[src/rtl/branch_seq_ctrl.sv]
// Multi-cycle next-PC sequencer: IDLE -> {CMP | UPD} -> UPD -> IDLE, owns the PC register.
// Optional branch statistics counters are built when BRANCH_STATS_EN is defined.
module branch_seq_ctrl #(
   parameter logic [31:0] RESET_PC = 32'h0000_3000
) (
   input  logic        clk,
   input  logic        rst_n,
   input  logic        ins_valid,
   output logic        ins_ready,
   input  logic [31:0] ins,
   input  logic [31:0] rs_data,
   input  logic        branch,
   output logic        compare,
   output logic [31:0] cmp_ins,
   output logic [31:0] pc,
   output logic        pc_we,
   output logic [31:0] pc_next,
   output logic        flush,
   output logic        link_we,
   output logic [4:0]  link_addr,
`ifdef BRANCH_STATS_EN
   input  logic        stats_clr,
   output logic [15:0] br_total,
   output logic [15:0] br_taken,
`endif
   output logic [31:0] link_data
);

   typedef enum logic [1:0] {IDLE, CMP, UPD} state_t;

   state_t      state, state_nx;
   logic        accept;
   logic [31:0] ins_q, pc4_q, rs_q;
   logic [31:0] tgt_idle, tgt_cmp;
   logic        compare_r, pc_we_r, flush_r, link_we_r;
   logic [4:0]  link_addr_r;
   logic [31:0] pc_r, pc_next_r;

   function automatic logic is_cond_branch(input logic [31:0] i);
      logic [5:0] op;
      op = i[31:26];
      return (op == 6'b000100) || (op == 6'b000101) || (op == 6'b000111) ||
             (op == 6'b000110) ||
             ((op == 6'b000001) && ((i[20:16] == 5'd0) || (i[20:16] == 5'd1)));
   endfunction

   function automatic logic is_jal(input logic [31:0] i);
      return i[31:26] == 6'b000011;
   endfunction

   function automatic logic is_jalr(input logic [31:0] i);
      return (i[31:26] == 6'b000000) && (i[5:0] == 6'b001001);
   endfunction

   // Target for any instruction; taken is only meaningful for conditional branches.
   function automatic logic [31:0] calc_target(input logic [31:0] i, input logic [31:0] pc4,
                                               input logic [31:0] rs, input logic taken);
      logic signed [31:0] off;
      logic [31:0]        tgt;
      off = {{14{i[15]}}, i[15:0], 2'b00};
      tgt = pc4;
      if ((i[31:26] == 6'b000010) || (i[31:26] == 6'b000011))
         tgt = {pc4[31:28], i[25:0], 2'b00};
      else if ((i[31:26] == 6'b000000) && ((i[5:0] == 6'b001000) || (i[5:0] == 6'b001001)))
         tgt = rs;
      else if (is_cond_branch(i) && taken)
         tgt = pc4 + $unsigned(off);
      return tgt;
   endfunction

   assign ins_ready = (state == IDLE);
   assign accept    = ins_valid & ins_ready;
   assign tgt_idle  = calc_target(ins, pc_r + 32'd4, rs_data, 1'b0);
   assign tgt_cmp   = calc_target(ins_q, pc4_q, rs_q, branch);

   always_ff @(posedge clk) begin
      if (!rst_n) state <= IDLE;
      else        state <= state_nx;
   end

   always_comb begin
      state_nx = state;
      case (state)
         IDLE:    if (accept) state_nx = is_cond_branch(ins) ? CMP : UPD;
         CMP:     state_nx = UPD;
         UPD:     state_nx = IDLE;
         default: state_nx = IDLE;
      endcase
   end

   // Operand held for the JR/JALR target; never observed before it is written.
   always_ff @(posedge clk) begin
      if (accept) rs_q <= rs_data;
   end

   // All control pulses are registered one state ahead so they are glitch-free.
   always_ff @(posedge clk) begin
      if (!rst_n) begin
         compare_r   <= 1'b0;
         pc_we_r     <= 1'b0;
         flush_r     <= 1'b0;
         link_we_r   <= 1'b0;
         link_addr_r <= 5'd0;
         pc_next_r   <= 32'd0;
         ins_q       <= 32'd0;
         pc4_q       <= 32'd0;
      end else begin
         compare_r <= 1'b0;
         pc_we_r   <= 1'b0;
         flush_r   <= 1'b0;
         link_we_r <= 1'b0;
         case (state)
            IDLE: if (accept) begin
               ins_q       <= ins;
               pc4_q       <= pc_r + 32'd4;
               link_addr_r <= is_jal(ins) ? 5'd31 : (is_jalr(ins) ? ins[15:11] : 5'd0);
               if (is_cond_branch(ins)) begin
                  compare_r <= 1'b1;
               end else begin
                  pc_we_r   <= 1'b1;
                  pc_next_r <= tgt_idle;
                  flush_r   <= (tgt_idle != pc_r + 32'd4);
                  link_we_r <= is_jal(ins) | is_jalr(ins);
               end
            end
            CMP: begin
               pc_we_r   <= 1'b1;
               pc_next_r <= tgt_cmp;
               flush_r   <= (tgt_cmp != pc4_q);
            end
            default: ;
         endcase
      end
   end

   always_ff @(posedge clk) begin
      if (!rst_n)       pc_r <= RESET_PC;
      else if (pc_we_r) pc_r <= pc_next_r;
   end

`ifdef BRANCH_STATS_EN
   logic [15:0] br_total_r, br_taken_r;

   always_ff @(posedge clk) begin
      if (!rst_n || stats_clr) begin
         br_total_r <= 16'd0;
         br_taken_r <= 16'd0;
      end else if (state == CMP) begin
         if (br_total_r != 16'hFFFF)            br_total_r <= br_total_r + 16'd1;
         if (branch && (br_taken_r != 16'hFFFF)) br_taken_r <= br_taken_r + 16'd1;
      end
   end

   assign br_total = br_total_r;
   assign br_taken = br_taken_r;
`endif

   assign compare   = compare_r;
   assign cmp_ins   = ins_q;
   assign pc        = pc_r;
   assign pc_we     = pc_we_r;
   assign pc_next   = pc_next_r;
   assign flush     = flush_r;
   assign link_we   = link_we_r;
   assign link_addr = link_addr_r;
   assign link_data = pc4_q;

endmodule

[config.mk]
export PLATFORM = sky130hd
export DESIGN_NAME = branch_seq_ctrl
export DESIGN_NICKNAME = d
export VERILOG_FILES = /design/src/rtl/branch_seq_ctrl.sv
export SDC_FILE = /design/constraint.sdc
export NUM_CORES = 1
export LEC_CHECK = 0
export ABC_AREA = 1
export BUFFER_PORTS_ARGS = -buffer_cell sky130_fd_sc_hd__buf_2
export CAP_MARGIN = 5
export CORE_MARGIN = 2
export CORE_UTILIZATION = 55
export DETAILED_ROUTE_END_ITERATION = 16
export GPL_TIMING_DRIVEN = 0
export HOLD_SLACK_MARGIN = 0.05
export PLACE_DENSITY = 0.78
export SYNTH_ARGS = -nofsm -noshare
export SYNTH_HDL_FRONTEND = slang
export SYNTH_SLANG_ARGS = --single-unit
[constraint.sdc]
create_clock -name clk -period 4.3 [get_ports clk]
set_clock_uncertainty 0.05 [all_clocks]
set_input_delay 0.645 -clock clk [delete_from_list [all_inputs] [get_ports clk]]
set_output_delay 0.645 -clock clk [all_outputs]
set_load 0.01 [all_outputs]
==> results of run 1 <==
[per-stage QoR]
step	instances	setup slack [ns]	instance area, um^2
2_1_floorplan	2068	1.61	12600
3_3_place_gp	2558	0.891	14000
3_5_place_dp	2558	0.954	14000
4_1_cts	2590	0.944	14600
5_1_grt	2590	0.527	14600
6_report	2591	0.831	14600
[metal layers]
metal,vias up,global-route usage,part of all wire
met3,116,0.0682,0.11
met5,-,0,0
met1,6573,0.563,0.41
met2,874,0.655,0.44
li1,7123,-,-
met4,0,0.185,0.046
[worst max-delay path: stages, from the launching register on]
cell and delay (ns):
dfxtp_1 0.84, ha_1 0.36, nand2_1 0.13, nor2_1 0.25, nand2_1 0.22, nor2_1 0.14
nand2_1 0.12, nand3_1 0.11, nand2_1 0.05, nand3_1 0.10, nand2_1 0.07, nand2_1 0.08
nand2_1 0.12, nand2_1 0.09, nand2_1 0.05, nor2_1 0.10, nand2_1 0.06, nor2_1 0.09
nand3_1 0.08, nand2_1 0.12, a21oi_2 0.09
[logic make-up after synthesis]
kind of cell,Yosys count,share of synthesized area
compound gates,357,0.155
xor+xnor,28,0.0201
fa+ha+maj,31,0.0314
buf+inv,381,0.122
flops,171,0.297
simple gates,1100,0.375
[placed cells by master (no fill, tap or decap), types with 4 or more instances in the layout]
cell and n:
o21bai_1 7, buf_2 224, inv_8 5, clkbuf_16 17, nor2_1 125, nor3_1 15, dfxtp_1 139, clkbuf_1 43
nor2_2 5, xor2_1 21, or2_1 9, or2_2 18, edfxtp_1 32, nand3_1 202, o21ai_1 22, ha_1 30
o211ai_2 4, nand3b_1 6, inv_2 17, xnor2_1 6, a21oi_1 154, nand2_2 9, buf_6 8, clkinv_8 5
nand4_1 21, nand2_1 672, inv_1 286, o211ai_1 9, a31oi_1 15, o21ai_0 134, buf_4 5
[cell type report]
class	count	area share
antenna	1	0.000171
buffer	76	0.0267
inverter	305	0.0784
multi-input combinational	1516	0.502
clock inverter	15	0.0123
timing repair buffer	205	0.0703
clock buffer	17	0.0291
sequential	171	0.257
tap	285	0.0244
[state kept, by name, summed over array words and instances, names as in the netlist, 2 cells and up]
signal,cells
pc,32
link_data,32
state,2
pc_next,32
link_addr,5
rs_q,32
cmp_ins,32
[worst min path at each step]
stage | start | to | slack (ns) | depth (start not counted)
finish | rs_data[27] | rs_q[27] | 0.37 | 1
global placement | state[0] | state[0] | 0.40 | 1
global route | rs_data[27] | rs_q[27] | 0.36 | 1
CTS | rs_data[27] | rs_q[27] | 0.37 | 1
detailed placement | link_addr[1] | link_addr[1] | 0.41 | 2
floorplan | state[0] | state[0] | 0.39 | 1
[power by group through the flow]
stage               combinational (mW)  sequential (mW)  clock (mW)
detailed placement                1.16             1.91           0
global route                      1.33             1.89        1.63
global placement                  1.14             1.91           0
finish                            1.20             1.89        1.57
floorplan                        0.739             1.91           0
CTS                               1.17             1.87        1.56
==> metrics.txt, run 1 <==
flops & latches, synth 171; Hold Slack 0.371 ns; Die Height 155 um; max-slew violation count 0; Synth area leaders dfxtp_1, nand2_1, inv_1; IO buf count 205; Num CTS Buffers 17; first-pass GRT wire length 76000 um; Routed WL per cell 19.4 um; CTS resizes 0; Peak Freq 0.288 GHz; Worst VDD drop 0.278 mV; sequential area share after synthesis 0.297; R2R Path End flush; switching power 1.72 mW; synthesized area 0.0126 mm^2; normalized max-slew margin 0.238; Layout Utilization 0.647; TNS Setup 0 ns; post-CTS setup buffers 0; Startpoint Class flip-flop; endpoints failing setup 0; top cell type's share of synthesized area 0.221; Max H-tree Level 4; CORE AREA 0.0226 mm^2; Post-synth top cells nand2_1, inv_1, nand3_1; First-pass DRT Iterations 6; Initial Util 0.558; CP Class flip-flop to flip-flop; detailed placement HPWL 41200 um; sequential power share 0.404; Max-Cap Viols 0; share of cells above drive strength 1 0.151; # IOs 206; initial antenna violation count 1; CP startpoint cmp_ins[15]; sw frac 0.370; Clk Latency, worst-skew pair 0.44 ns; DRC viols 0; Reg area 0.00374 mm^2; FF-to-FF Start cmp_ins[15]; worst setup path end flush; TritonCTS clock tree done; PnR Total Power 4.66 mW; DIE WIDTH 155 um; Period minus WS final 3.47 ns; Total Wirelength 50400 um; Hold Crit Class primary input to flip-flop; Via density 5.67; synthesized area per cell 6.09 um^2; cell count after synthesis 2068; crit end category flip-flop; leakage 7.48 nW; Syn-to-layout area delta 15.9%; worst-margin pin slew 1.14 ns; critical path arrival 3.70 ns; Post-DRT Antenna Nets 0; # fillers 2192; DRT iter0 DRCs 1755; unrepaired setup endpoints after global routing no; r2r worst-path depth 20; Placer Congestion 1.06; Clock Tree Buf Depth 2; full die area 0.0241 mm^2; top-count cell post-synth nand2_1; Power Density 319 mW/mm^2; syn nets 2167; Final #Nets 2391; Clk pin slew, worst setup/hold paths 0.07 ns; final cycle utilization of the critical path 0.807; async set or reset register ratio after synthesis 0; EDFF count, synth 32; final count of hold timing violations 0; Crit path required time 4.53 ns; row cnt 55; vias 14700; Hold Buf Count CTS 0; Int Power 2.94 mW; Clock Power Share 0.338; combinational power share 0.258; CTS sink cnt 171; GRT Overall Usage 0.416; pin count of the biggest net entering global routing 42; Distinct cells, synth 47; Congestion Overflow GR 0; setup slack, reg-to-reg 0.83 ns; Yosys warning count 0; crit-path max FO 18; status completed; dominant synthesized flop cell dfxtp_1; largest area contributor in the synthesized netlist dfxtp_1; multi-input logic area 0.00733 mm^2; clk root buf clkbuf_16; number of global-route vias before repair 13400
Note: power is estimated with default switching activity, not from simulation.
==> run 2, diff against run 1 <==
ABC_AREA = 0   (was 1)
clock period = 3.45 ns   (was 4.3 ns; I/O delays follow)
==> run 2 against run 1 <==
  * Highest routed layer unchanged
  * Largest cell class unchanged
  * Hold slack worse by 0.11 ns
  * Wire length is 23% higher
  * Worst setup slack worse by 1.0 ns
  * The run now ends with negative setup slack left
  * Via count is 2.4% higher
  * First-iteration DRC count is 44% higher
==> metrics.txt, run 2 <==
WP depth 11 (-45%); Worst VDD drop 0.304 mV (+9.2%); synthesized area 0.0123 mm^2 (-2.7%); Worst path max stage delay 0.58 ns (-0.26 ns); Inst Count DP 2041 (-20%); Post-synth top cells nand2_1, dfxtp_1, nor2_1; Die Height 153 um (-1.3%); Synth area leaders dfxtp_1, edfxtp_1, nand2_1; worst-margin pin slew 0.939 ns (-0.202 ns); dpl ws -1.46 ns (-2.41 ns); Hold Crit Class primary input to flip-flop; Total Wirelength 61900 um (+23%); Distinct cells, synth 76 (+62%); clk root buf clkbuf_16; TritonCTS clock tree done; Power Density 365 mW/mm^2 (+14%); CP startpoint pc[4]; IO buf count 203 (-0.98%); Min-Delay Path Depth 1 (unchanged); First-pass DRT Iterations 7 (+1); largest area contributor in the synthesized netlist dfxtp_1; FF-to-FF Start pc[4]; DRC viols 0 (unchanged); crit end category flip-flop; # IOs 206 (unchanged); DRT iter0 DRCs 2527 (+44%); first-pass GRT wire length 89800 um (+18%); Max H-tree Level 4 (unchanged); final setup margin -0.183 ns (-1.01 ns); DIE WIDTH 153 um (-1.3%); critical path arrival 3.90 ns (+0.20 ns); full die area 0.0235 mm^2 (-2.6%); Clock Tree Buf Depth 2 (unchanged); final count of hold timing violations 0 (unchanged); cell count after synthesis 1557 (-25%); worst setup path end flush; Non-Filler Instances 2100 (-19%); worst-path cell chain and3_1, nand3_1, xor2_2, xnor2_1, a2111oi_0, nand4b_1, nor3_1, a31o_2, a311oi_2, a311oi_1, a21oi_1; Post-DRT Antenna Nets 0 (unchanged); Congestion Overflow GR 0 (unchanged); Via density 7.16 (+26%); setup slack, reg-to-reg -0.18 ns (-1.01 ns); top-count cell post-synth nand2_1; TNS Setup -0.217 ns (-0.217 ns); crit-path max FO 8 (-10); CORE AREA 0.0218 mm^2 (-3.3%); number of global-route vias before repair 14000 (+4.3%); flops & latches, synth 171 (unchanged); Startpoint Class flip-flop; detailed placement HPWL 46600 um (+13%); max-slew violation count 0 (unchanged); failing checks negative setup slack; leakage 6.44 nW (-14%); unrepaired setup endpoints after global routing yes; share of cells above drive strength 1 0.254 (+0.102); dominant synthesized flop cell dfxtp_1; Top delay family on crit path compound AO/OA/AOI/OAI gates; GRT Overall Usage 0.507 (+0.0912); Buf+Inv Stages, Crit Path 0 (unchanged); R2R Path End flush; async set or reset register ratio after synthesis 0 (unchanged); synthesized area per cell 7.87 um^2 (+29%); top cell type's share of synthesized area 0.227 (+0.00613); Num CTS Buffers 17 (unchanged); Period minus WS final 3.63 ns (+0.164 ns); Peak Freq 0.275 GHz (-4.5%); endpoints failing setup 3 (+3); sequential area share after synthesis 0.305 (+0.00825); final cycle utilization of the critical path 1.05 (+0.246); Clk Latency, worst-skew pair 0.44 ns (about the same); pin count of the biggest net entering global routing 39 (-7.1%); post-route cell area 0.0154 mm^2 (+5.6%); most common cell after layout, fill and taps aside nand2_1; row cnt 54 (-1.8%); Syn-to-layout area delta 25.7%; r2r worst-path depth 11 (-45%); Yosys warning count 0 (unchanged); Max-Cap Viols 0 (unchanged); CP Class flip-flop to flip-flop; HP Start rs_data[28]; Placer Congestion 1.06 (+0.25%); CTS sink cnt 171 (unchanged); slowest CP cell a2111oi_0; vias 15000 (+2.4%); Clk pin slew, worst setup/hold paths 0.07 ns (about the same); initial antenna violation count 1 (unchanged); commonest cells after routing, fill and taps aside nand2_1, buf_2, nor2_1; Crit path required time 3.72 ns (-0.81 ns); placed inst area 0.0137 mm^2 (-2.4%); Hold Buf Count CTS 0 (unchanged); Routed WL per cell 29.5 um (+52%); Final #Nets 1906 (-20%); normalized max-slew margin 0.366 (+0.128); Initial Util 0.562 (+0.00354); status finished with violations; PnR Total Power 5.63 mW (+21%); syn nets 1656 (-24%); EDFF count, synth 32 (unchanged); n_diodes 0 (-1)
-- run 2: metal layers --
metal,share of wire,track usage,wire length [um]
met5,0,0,0
met2,0.42,0.777,26300
met1,0.35,0.635,21700
met3,0.14,0.138,8930
met4,0.081,0.315,5000
-- run 2: power breakdown --
group	leakage (nW)	total [mW]	switching [mW]	internal, mW
Sequential	1.46	2.31	0.172	2.13
Clock	0.276	1.92	0.907	1.01
Combinational	4.70	1.41	0.917	0.489
-- run 2: layout make-up --
type	count	area (um^2)
plain buffers	95	465
clock buffers	18	429
clock inverters	14	134
fillers	1718	6410
inverters	36	135
multi-input cells	1244	8760
flip-flops and latches	171	3810
well taps	280	350
repair buffers	242	1330
-- run 2: timing repair --
action                     CTS  global route
setup buffers               17            21
hold endpoints to repair     0             0
resized for setup          144            90
pin swaps                   22            35
cloned                       0             0
setup endpoints to repair   33            26
-- run 2: cells by family (layout without fill, tap and decap cells) --
| family | count (synthesis) | after routing | share of synthesized area |
|---|---|---|---|
| multiplexers | 45 | 45 | 0.0373 |
| flip-flops | 171 | 171 | 0.305 |
| AND/OR/NAND/NOR | 600 | 600 | 0.238 |
| buffers and inverters | 142 | 405 | 0.0442 |
| adder cells (fa/ha/maj) | 31 | 31 | 0.0323 |
| AO/OA/AOI/OAI | 481 | 481 | 0.281 |
| XOR/XNOR | 87 | 87 | 0.0622 |
-- run 2: how the worst min path moves through the flow --
| stage | slack (ns) | end |
|---|---|---|
| 3_3_place_gp | 0.40 | link_addr[4] |
| 2_1_floorplan | 0.44 | link_addr[0] |
| 4_1_cts | 0.26 | rs_q[25] |
| 3_5_place_dp | 0.41 | link_addr[1] |
| 5_1_grt | 0.27 | rs_q[28] |
| 6_report | 0.27 | rs_q[28] |
-- run 2: metrics by stage --
| stage | hold slack (ns) | util |
|---|---|---|
| 2_1_floorplan | 0.435 | - |
| 4_1_cts | 0.259 | 0.684 |
| 3_3_place_gp | 0.401 | 0.625 |
| 5_1_grt | 0.267 | 0.706 |
| 3_5_place_dp | 0.411 | 0.626 |
| 6_report | 0.266 | 0.706 |
